<file path="src/rtl/instr_encoder_pkg.sv">
// Shared RV32I encoding constants: major opcodes, type_sel bit positions
// (same order as the opcode type decoder's one-hot output) and the fixed
// funct3 for jalr. Imported by the encoder and its output buffer.
package instr_encoder_pkg;

  typedef enum logic [6:0] {
    OP_R      = 7'b0110011,
    OP_LOAD   = 7'b0000011,
    OP_STORE  = 7'b0100011,
    OP_BRANCH = 7'b1100011,
    OP_ITYPE  = 7'b0010011,
    OP_JALR   = 7'b1100111,
    OP_JAL    = 7'b1101111,
    OP_LUI    = 7'b0110111
  } opcode_e;

  // Bit index of each class inside type_sel.
  localparam int SEL_R      = 0;
  localparam int SEL_LOAD   = 1;
  localparam int SEL_STORE  = 2;
  localparam int SEL_BRANCH = 3;
  localparam int SEL_ITYPE  = 4;
  localparam int SEL_JALR   = 5;
  localparam int SEL_JAL    = 6;
  localparam int SEL_LUI    = 7;

  localparam logic [2:0] F3_JALR = 3'b000;

endpackage

</file>
<file path="src/rtl/instr_encoder_skid_buf.sv">
// Purpose : 2-entry FIFO of {addr,instr} words with valid/ready on both sides.
// Latency : 1 cycle push-to-output; head register drives the output directly.
// Backpr. : push refused when full (count==2); head and spare hold while pop_ready=0.
// Ports   : clk, rst (async active-low), clr (sync flush), push_valid/push_data,
//           pop_valid/pop_ready/pop_data, count (registered occupancy 0..2).
module instr_skid_buf
  import instr_encoder_pkg::*;
#(
  parameter int           W       = 64,
  parameter logic [W-1:0] RST_DAT = '0
) (
  input  logic         clk,
  input  logic         rst,
  input  logic         clr,
  input  logic         push_valid,
  input  logic [W-1:0] push_data,
  output logic         pop_valid,
  input  logic         pop_ready,
  output logic [W-1:0] pop_data,
  output logic [1:0]   count
);

  // head is the output register; spare holds the second-oldest word.
  // Keeping the output in a dedicated register means the last popped
  // word stays visible when the buffer runs empty.
  logic [W-1:0] head;
  logic [W-1:0] spare;
  logic [1:0]   cnt;
  logic         do_push;
  logic         do_pop;

  assign pop_valid = (cnt != 2'd0);
  assign pop_data  = head;
  assign count     = cnt;
  assign do_push   = push_valid && (cnt != 2'd2);
  assign do_pop    = pop_valid && pop_ready;

  always_ff @(posedge clk or negedge rst) begin
    if (!rst) begin
      cnt   <= 2'd0;
      head  <= RST_DAT;
      spare <= '0;
    end else if (clr) begin
      cnt <= 2'd0;
    end else begin
      case ({do_push, do_pop})
        2'b10: begin
          if (cnt == 2'd0) head <= push_data;
          else             spare <= push_data;
          cnt <= cnt + 2'd1;
        end
        2'b01: begin
          if (cnt == 2'd2) head <= spare;
          cnt <= cnt - 2'd1;
        end
        // Both at once only happens with exactly one word held:
        // the new word replaces the departing head, count unchanged.
        2'b11: head <= push_data;
        default: ;
      endcase
    end
  end

endmodule

</file>
<file path="src/rtl/instr_encoder.sv">
// Purpose : RV32I encoder; packs a one-hot class plus fields into a 32-bit
//           instruction tagged with an incrementing byte address.
// Latency : 1 cycle (word is visible the cycle after acceptance).
// Backpr. : in_ready drops when the 2-entry buffer is full or clr is high.
// Ports   : clk, rst (async active-low), clr; in_valid/in_ready with type_sel,
//           rd, rs1, rs2, funct3, funct7, imm; out_valid/out_ready with instr,
//           addr; err (sticky illegal type_sel).
module instr_encoder
  import instr_encoder_pkg::*;
#(
  parameter int                ADDR_W    = 32,
  parameter logic [ADDR_W-1:0] BASE_ADDR = '0
) (
  input  logic              clk,
  input  logic              rst,
  input  logic              clr,
  input  logic              in_valid,
  output logic              in_ready,
  input  logic [7:0]        type_sel,
  input  logic [4:0]        rd,
  input  logic [4:0]        rs1,
  input  logic [4:0]        rs2,
  input  logic [2:0]        funct3,
  input  logic [6:0]        funct7,
  input  logic [31:0]       imm,
  output logic              out_valid,
  input  logic              out_ready,
  output logic [31:0]       instr,
  output logic [ADDR_W-1:0] addr,
  output logic              err
);

  localparam int W = ADDR_W + 32;

  function automatic logic [31:0] pack_instr(
    input logic [7:0]  sel,
    input logic [4:0]  f_rd,
    input logic [4:0]  f_rs1,
    input logic [4:0]  f_rs2,
    input logic [2:0]  f3,
    input logic [6:0]  f7,
    input logic [31:0] im
  );
    logic [31:0] w;
    w = '0;
    if (sel[SEL_R])
      w = {f7, f_rs2, f_rs1, f3, f_rd, OP_R};
    else if (sel[SEL_LOAD])
      w = {im[11:0], f_rs1, f3, f_rd, OP_LOAD};
    else if (sel[SEL_ITYPE])
      w = {im[11:0], f_rs1, f3, f_rd, OP_ITYPE};
    else if (sel[SEL_JALR])
      w = {im[11:0], f_rs1, F3_JALR, f_rd, OP_JALR};
    else if (sel[SEL_STORE])
      w = {im[11:5], f_rs2, f_rs1, f3, im[4:0], OP_STORE};
    else if (sel[SEL_BRANCH])
      w = {im[12], im[10:5], f_rs2, f_rs1, f3, im[4:1], im[11], OP_BRANCH};
    else if (sel[SEL_JAL])
      w = {im[20], im[10:1], im[11], im[19:12], f_rd, OP_JAL};
    else if (sel[SEL_LUI])
      w = {im[31:12], f_rd, OP_LUI};
    return w;
  endfunction

  logic              legal;
  logic              accept;
  logic              push;
  logic [1:0]        count;
  logic [ADDR_W-1:0] addr_cnt;
  logic              err_q;
  logic [31:0]       word;
  logic [W-1:0]      pop_data;

  assign legal    = $onehot(type_sel);
  assign in_ready = (count != 2'd2) && !clr;
  assign accept   = in_valid && in_ready;
  // Illegal bundles complete the handshake but never reach the buffer.
  assign push     = accept && legal;
  assign word     = pack_instr(type_sel, rd, rs1, rs2, funct3, funct7, imm);

  always_ff @(posedge clk or negedge rst) begin
    if (!rst) begin
      addr_cnt <= BASE_ADDR;
      err_q    <= 1'b0;
    end else if (clr) begin
      addr_cnt <= BASE_ADDR;
      err_q    <= 1'b0;
    end else begin
      // Natural modulo-2^ADDR_W wrap: rolls over to 0, not BASE_ADDR.
      if (push)             addr_cnt <= addr_cnt + ADDR_W'(4);
      if (accept && !legal) err_q    <= 1'b1;
    end
  end

  instr_skid_buf #(
    .W       (W),
    .RST_DAT ({BASE_ADDR, 32'h0})
  ) u_buf (
    .clk        (clk),
    .rst        (rst),
    .clr        (clr),
    .push_valid (push),
    .push_data  ({addr_cnt, word}),
    .pop_valid  (out_valid),
    .pop_ready  (out_ready),
    .pop_data   (pop_data),
    .count      (count)
  );

  assign addr  = pop_data[W-1:32];
  assign instr = pop_data[31:0];
  assign err   = err_q;

endmodule

</file>
<file path="config.mk">
export PLATFORM = sky130hd
export DESIGN_NAME = instr_encoder
export DESIGN_NICKNAME = d
export VERILOG_FILES = /design/src/rtl/instr_encoder_pkg.sv /design/src/rtl/instr_encoder_skid_buf.sv /design/src/rtl/instr_encoder.sv
export SDC_FILE = /design/constraint.sdc
export NUM_CORES = 1
export LEC_CHECK = 0
export ABC_AREA = 1
export CORE_ASPECT_RATIO = 1.2
export CORE_MARGIN = 5
export CORE_UTILIZATION = 29
export DETAILED_ROUTE_END_ITERATION = 16
export GPL_TIMING_DRIVEN = 0
export MAX_ROUTING_LAYER = met4
export PLACE_DENSITY_LB_ADDON = 0.1
export SKIP_LAST_GASP = 1
export SLEW_MARGIN = 40
export SYNTH_ARGS = -nofsm -noshare
export SYNTH_HDL_FRONTEND = slang
export SYNTH_SLANG_ARGS = --single-unit
</file>
<file path="constraint.sdc">
create_clock -name clk -period 1.62 [get_ports clk]
set_clock_uncertainty 0.05 [all_clocks]
set_input_delay 0.324 -clock clk [delete_from_list [all_inputs] [get_ports clk]]
set_output_delay 0.324 -clock clk [all_outputs]
set_load 0.01 [all_outputs]
</file>
-- Word level (Yosys, flattened, before mapping)
Cells that the tools add are included.
- bits in registers: 163
- input port bits: 70
- output and inout bits: 67
- word-level logic and storage cells: 58
- add/sub/neg operators: 10
- eq/ne operators: 8
- mux-type cells: 17
- bitwise gates (word level): 2
- reductions and logical operators: 16
- operators with widths (kind ; number):
    $mux W32 ; 10
    $pmux W64 S3 ; 1
    $mux W64 ; 2
    $add A32 B3 Y32 const B ; 1
    $add A1 B1 Y2 ; 4
    $add A2 B2 Y3 ; 2
    $eq A2 B2 Y1 const B ; 3
    $logic_and A1 B1 Y1 ; 6
    $reduce_bool A2 Y1 ; 3
    $reduce_bool A3 Y1 ; 2
    $add A3 B3 Y4 ; 1
    $eq A4 B1 Y1 const B ; 1
    $ne A2 B1 Y1 const B ; 2
    $pmux W2 S2 ; 1
    $reduce_and A4 Y1 ; 1
    $reduce_and A3 Y1 ; 1
    $add A2 B1 Y2 const B ; 1
    $eq A2 B1 Y1 const B ; 1
    $logic_not A1 Y1 ; 2
    $logic_not A2 Y1 ; 1
    $mux W1 ; 2
    $mux W2 ; 1
    $ne A2 B2 Y1 const B ; 1
    $not A1 Y1 ; 2
    $sub A2 B1 Y2 const B ; 1

-- Logic depth before layout (Yosys ltp)
- depth in word-level cells: 10
- mapped depth: 20
- gate-level depth less buffers: 18

-- By module
A second synthesis with hierarchy kept.
- cells, all modules: 1305
- area, all modules: 9326.4 um2
- by module, submodules not included (module ; times used ; cells an instance ; area each (um2) ; sequential area each (um2)):
    instr_skid_buf ; 1 ; 823 ; 6353.6 ; 3253.1
    instr_encoder ; 1 ; 482 ; 2972.9 ; 775.7

-- Worst setup path before layout
Ideal clock, no wire load.
- path type: input port to flip-flop
- from: input type_sel[0]
- to: register u_buf.head[30], in the netlist u_buf.pop_data[30]
- library setup time: 0.122 ns
- arrival: 3.727 ns
- data required time: 1.448 ns
- setup slack: -2.278 ns
- stages on the path: 18
- path buffers: 3
- cell sequence: inv_1 > clkbuf_1 > fa_1 > fa_1 > fa_1 > inv_1 > ha_1 > inv_1 > fa_1 > nand2_1 > nor2_1 > nand3_2 > nand2_4 > buf_6 > buf_4 > nor2_1 > nor2_1 > a21oi_1
- longest elaborated chain between the ends: 9
- elaborated cells between the ends (all ways): 16
- those cells by class: 3 x add/sub; 6 x eq/ne; 3 x mux; 4 x reduce/logical
- RTL lines (what ; RTL line ; RTL):
    start: declaration ; instr_encoder.sv:19 ; input logic [7:0] type_sel,
    $add A1 B1 Y2 (implied by the code) ; instr_encoder.sv:74 ; assign legal = $onehot(type_sel);
    $add A2 B2 Y3 (implied by the code) ; instr_encoder.sv:74 ;
    $add A3 B3 Y4 (implied by the code) ; instr_encoder.sv:74 ;
    $eq A4 B1 Y1 ; instr_encoder.sv:74 ;
    $logic_and A1 B1 Y1 ; instr_encoder.sv:78 ; assign push = accept && legal;
    $logic_and A1 B1 Y1 ; instr_encoder_skid_buf.sv:35 ; assign do_push = push_valid && (cnt != 2'd2);
    $eq A2 B1 Y1 or $eq A2 B2 Y1 (tied branches) ; instr_encoder_skid_buf.sv:46 ; case ({do_push, do_pop})
    $ne A2 B1 Y1 (no line) or $reduce_bool A3 Y1 (tied branches) ; n/a ;
    $reduce_and A4 Y1 (no line) ; n/a ;
    end signal: assignment ; instr_encoder_skid_buf.sv:48 ; if (cnt == 2'd0) head <= push_data;
    end signal: assignment ; instr_encoder_skid_buf.sv:53 ; if (cnt == 2'd2) head <= spare;
    end signal: assignment ; instr_encoder_skid_buf.sv:58 ; 2'b11: head <= push_data;
    end: declaration ; instr_encoder_skid_buf.sv:26 ; logic [W-1:0] head;
Several ways; a longest one is shown, not always the timed one. The select of a mux whose other input is x is not followed.
A chain may end at the register's enable or synchronous reset.

-- Worst setup path in the final report
Ends and elaborated chain as after synthesis.

==> flow_metrics.tcl <==
set metrics [dict create \
    cts.path.max_buffers 2 \
    ys_seq_elements 155 \
    viasPerCell 4.63 \
    switching_power_mw 4.40 \
    cp-start-kind "input port" \
    placed_cells 1705 \
    yosysWarnings 0 \
    period_minus_slack_ps 3600 \
    htree_levels 4 \
    cp-startpoint "type_sel[0]" \
    reg2reg_from "addr_cnt[2]" \
    dieHeight_um 196 \
    clk_pin_slew_ps 70 \
    worstPathRequired_ps 1940 \
    yosysMostFrequentCell "nand2_1" \
    clock_power_share_pct 31.2 \
    critPathArrivalTime_ps 3920 \
    comb_power_share_pct 30.4 \
    root_buffer "clkbuf_16" \
    layout.cells.non_filler 1792 \
    fill_cells 3011 \
    seq_area_frac_synth_pct 46.4 \
    dieWidth_um 165 \
    globalRouteOverflowTotal 0 \
    antenna_found_initial 1 \
    cp_max_fo 7 \
    critPathMaxStageDelay_ps 530 \
    worst_path_max_delay_cell "fa_2" \
    post-route-period-util_pct 222 \
    leakagePower_nw 6.40 \
    peakVddDrop_mv 0.562 \
    synth_top_flop_cell "dfrtp_1" \
    cts_buffers 17 \
    grt_pass1_wl_um 46700 \
    rsz0062_at_grt "yes" \
    rows 68 \
    r2r_setup_slack_ps -380 \
    crit_top_cell "buf_12" \
    syn_inst 1183 \
    dr.pass1.iters 5 \
    slew_viol_final 0 \
    die_area_um2 32300 \
    io_pins 137 \
    synth.avg_cell_area_um2 7.06 \
    synth_cell_types 32 \
    hold_viol_final 0 \
    crit_path_end_kind "flop" \
    cts_sinks 155 \
    max_cap_viol_count 0 \
    netlist_area_um2 8350 \
    seqPwrFrac_pct 38.5 \
    fmax_mhz 278 \
    min_path_type "input port to asynchronous set/reset pin" \
    crit_path_cell_trace "buf_12 -> inv_12 -> clkbuf_16 -> fa_2 -> fa_1 -> fa_1 -> inv_1 -> ha_2 -> inv_2 -> fa_1 -> nor2_2 -> nor2_4 -> nand3_4 -> nand2_8 -> buf_12 -> buf_12 -> buf_12 -> nor2_1 -> nor2_4 -> a21oi_2" \
    status "complete, but fails checks" \
    routabilityCongestion 0.914 \
    setup_ws_ps -1980 \
    routed_wl_um 29800 \
    yosys.area.top_type "dfrtp_1" \
    cts_tree "yes" \
    crit_buf_inv 8 \
    async_reset_ff_share_pct 100 \
    internal-power_mw 9.42 \
    vias 8288 \
    swShare_pct 31.8 \
    numPortBuffers 134 \
    finalSetupViolCount 156 \
    r2r-end "addr_cnt[18]" \
    violations "negative setup slack" \
    drive_gt1_share_pct 22.5 \
    core_region_area_um2 28600 \
    slew_headroom_pct 49.9 \
    nets 1472 \
    ff2ff_path_depth 8 \
    ys_top_cells_by_area "dfrtp_1, nand2_1, o21ai_0" \
    worstSetupPathType "input port to flop" \
    yosys-top-cells-count "nand2_1, dfrtp_1, nor2_1" \
    worstSkewPairLatency_ps 440 \
    synth_edf_count 0 \
    hpwl_um 20300 \
    p_per_area_nw_per_um2 1080 \
    grt_max_degree 68 \
    cpLargestDelayFamily "adder cells" \
    drt_iter0_markers 403 \
    worstMarginPinSlew_ps 749 \
    synth_top_area_share_pct 46.4 \
    avgRoutedWirePerCell_um 16.7 \
    setup-tns-final_ps -293500 \
    grt_usage_pct 19.1 \
    postRouteAntennaNets 0 \
    initial_core_util_pct 29.2 \
    area_growth_pct 53.5 \
    grt_pass1_vias 8444 \
    drc 0 \
]
-- per-stage QoR --
stage | setup slack, ps | cell area (µm²) | util (%) | total power [mW] | hold WS, ps
2_1_floorplan | -1980 | 8460 | - | 7.01 | -21.6
3_3_place_gp | -6850 | 10300 | 36.0 | 8.89 | 413
3_5_place_dp | -3410 | 10300 | 36.2 | 8.94 | 206
4_1_cts | -2020 | 12200 | 42.6 | 13.6 | 342
5_1_grt | -2120 | 12800 | 44.9 | 14.6 | 374
6_report | -1980 | 12800 | 44.9 | 13.8 | 337
-- cell families after synthesis --
| family | after synthesis | share of synthesized area, % |
|---|---|---|
| adder cells (fa/ha/maj) | 8 | 1.56 |
| XOR/XNOR | 7 | 0.734 |
| AND/OR/NAND/NOR | 738 | 35.5 |
| flip-flops | 155 | 46.4 |
| buffers and inverters | 154 | 8.40 |
| AO/OA/AOI/OAI | 120 | 7.31 |
| other | 1 | 0.0449 |
-- layer usage --
layer | routed length (µm) | global-route usage (%)
met4 | 761 | 6.63
met5 | 0 | -
met3 | 1010 | 2.94
met2 | 15400 | 32.7
met1 | 12600 | 22.8
-- worst reg2reg max path, cell delays in order, from the launching register on --
cell     delay [ps]
dfrtp_1         500
ha_1            230
inv_1           100
nor2_1          300
nand2_1         250
nor2_1          180
xor2_1          150
nand3_1          70
o21ai_0         100
-- power groups by stage --
| stage | combinational (mW) | clock, mW | sequential, mW |
|---|---|---|---|
| 2_1_floorplan | 1.54 | 0 | 5.47 |
| 3_3_place_gp | 3.56 | 0 | 5.33 |
| 3_5_place_dp | 3.61 | 0 | 5.33 |
| 4_1_cts | 3.98 | 4.39 | 5.25 |
| 5_1_grt | 4.65 | 4.56 | 5.43 |
| 6_report | 4.20 | 4.31 | 5.32 |
-- timing repair --
action,4_1_cts,5_1_grt
gates resized for setup,251,193
endpoints found under the hold margin,42,0
cloned,15,11
buffers inserted,32,10
setup endpoints to repair,220,157
hold buffers,1,0
pin swaps,28,60
-- state kept, by name, summed over array words and instances, names as in the netlist --
signal and cells:
addr_cnt 30, err 1, u_buf.count 2, u_buf.pop_data 61
u_buf.spare 61
-- layout by cell type (no fill, tap or decap), types with 6 or more instances in the layout --
cell type / netlist / routed
a21oi_1: 20 / 13
a21oi_2: 0 / 7
buf_12: 0 / 24
buf_16: 0 / 8
buf_4: 8 / 17
buf_6: 9 / 22
buf_8: 0 / 16
clkbuf_16: 0 / 30
clkdlybuf4s50_1: 0 / 63
dfrtp_1: 155 / 154
dlygate4sd2_1: 0 / 63
inv_1: 98 / 86
inv_2: 2 / 8
nand2_1: 510 / 417
nand2_2: 2 / 73
nand2_4: 1 / 19
nand3_1: 83 / 75
nand3_2: 1 / 8
nand4_1: 14 / 14
nor2_1: 111 / 91
nor2_2: 3 / 6
nor2_4: 0 / 17
o21ai_0: 84 / 25
o21ai_1: 12 / 58
o21ai_2: 0 / 13
or2_2: 7 / 7
-- worst max-delay path by stage --
stage	endpoint	slack (ps)	depth (start not counted)
after floorplan	u_buf.pop_data[30]	-1980	18
after global placement	u_buf.pop_data[14]	-6850	1
after detailed placement	u_buf.pop_data[62]	-3410	18
after CTS	u_buf.spare[26]	-2020	19
after global routing	u_buf.pop_data[11]	-2120	21
final	u_buf.pop_data[30]	-1980	20
-- layout make-up --
class,instances,area [µm²],share of cell area [%]
buffer,48,673,5.25
clock inverter,12,173,1.35
sequential,155,3880,30.3
antenna,1,2.50,0.0195
inverter,100,420,3.28
timing repair inverter,1,16.3,0.127
multi-input combinational,876,4450,34.7
tap,385,482,3.76
clock buffer,19,443,3.45
timing repair buffer,195,2280,17.8
Note: power is estimated with default switching activity, not from simulation.
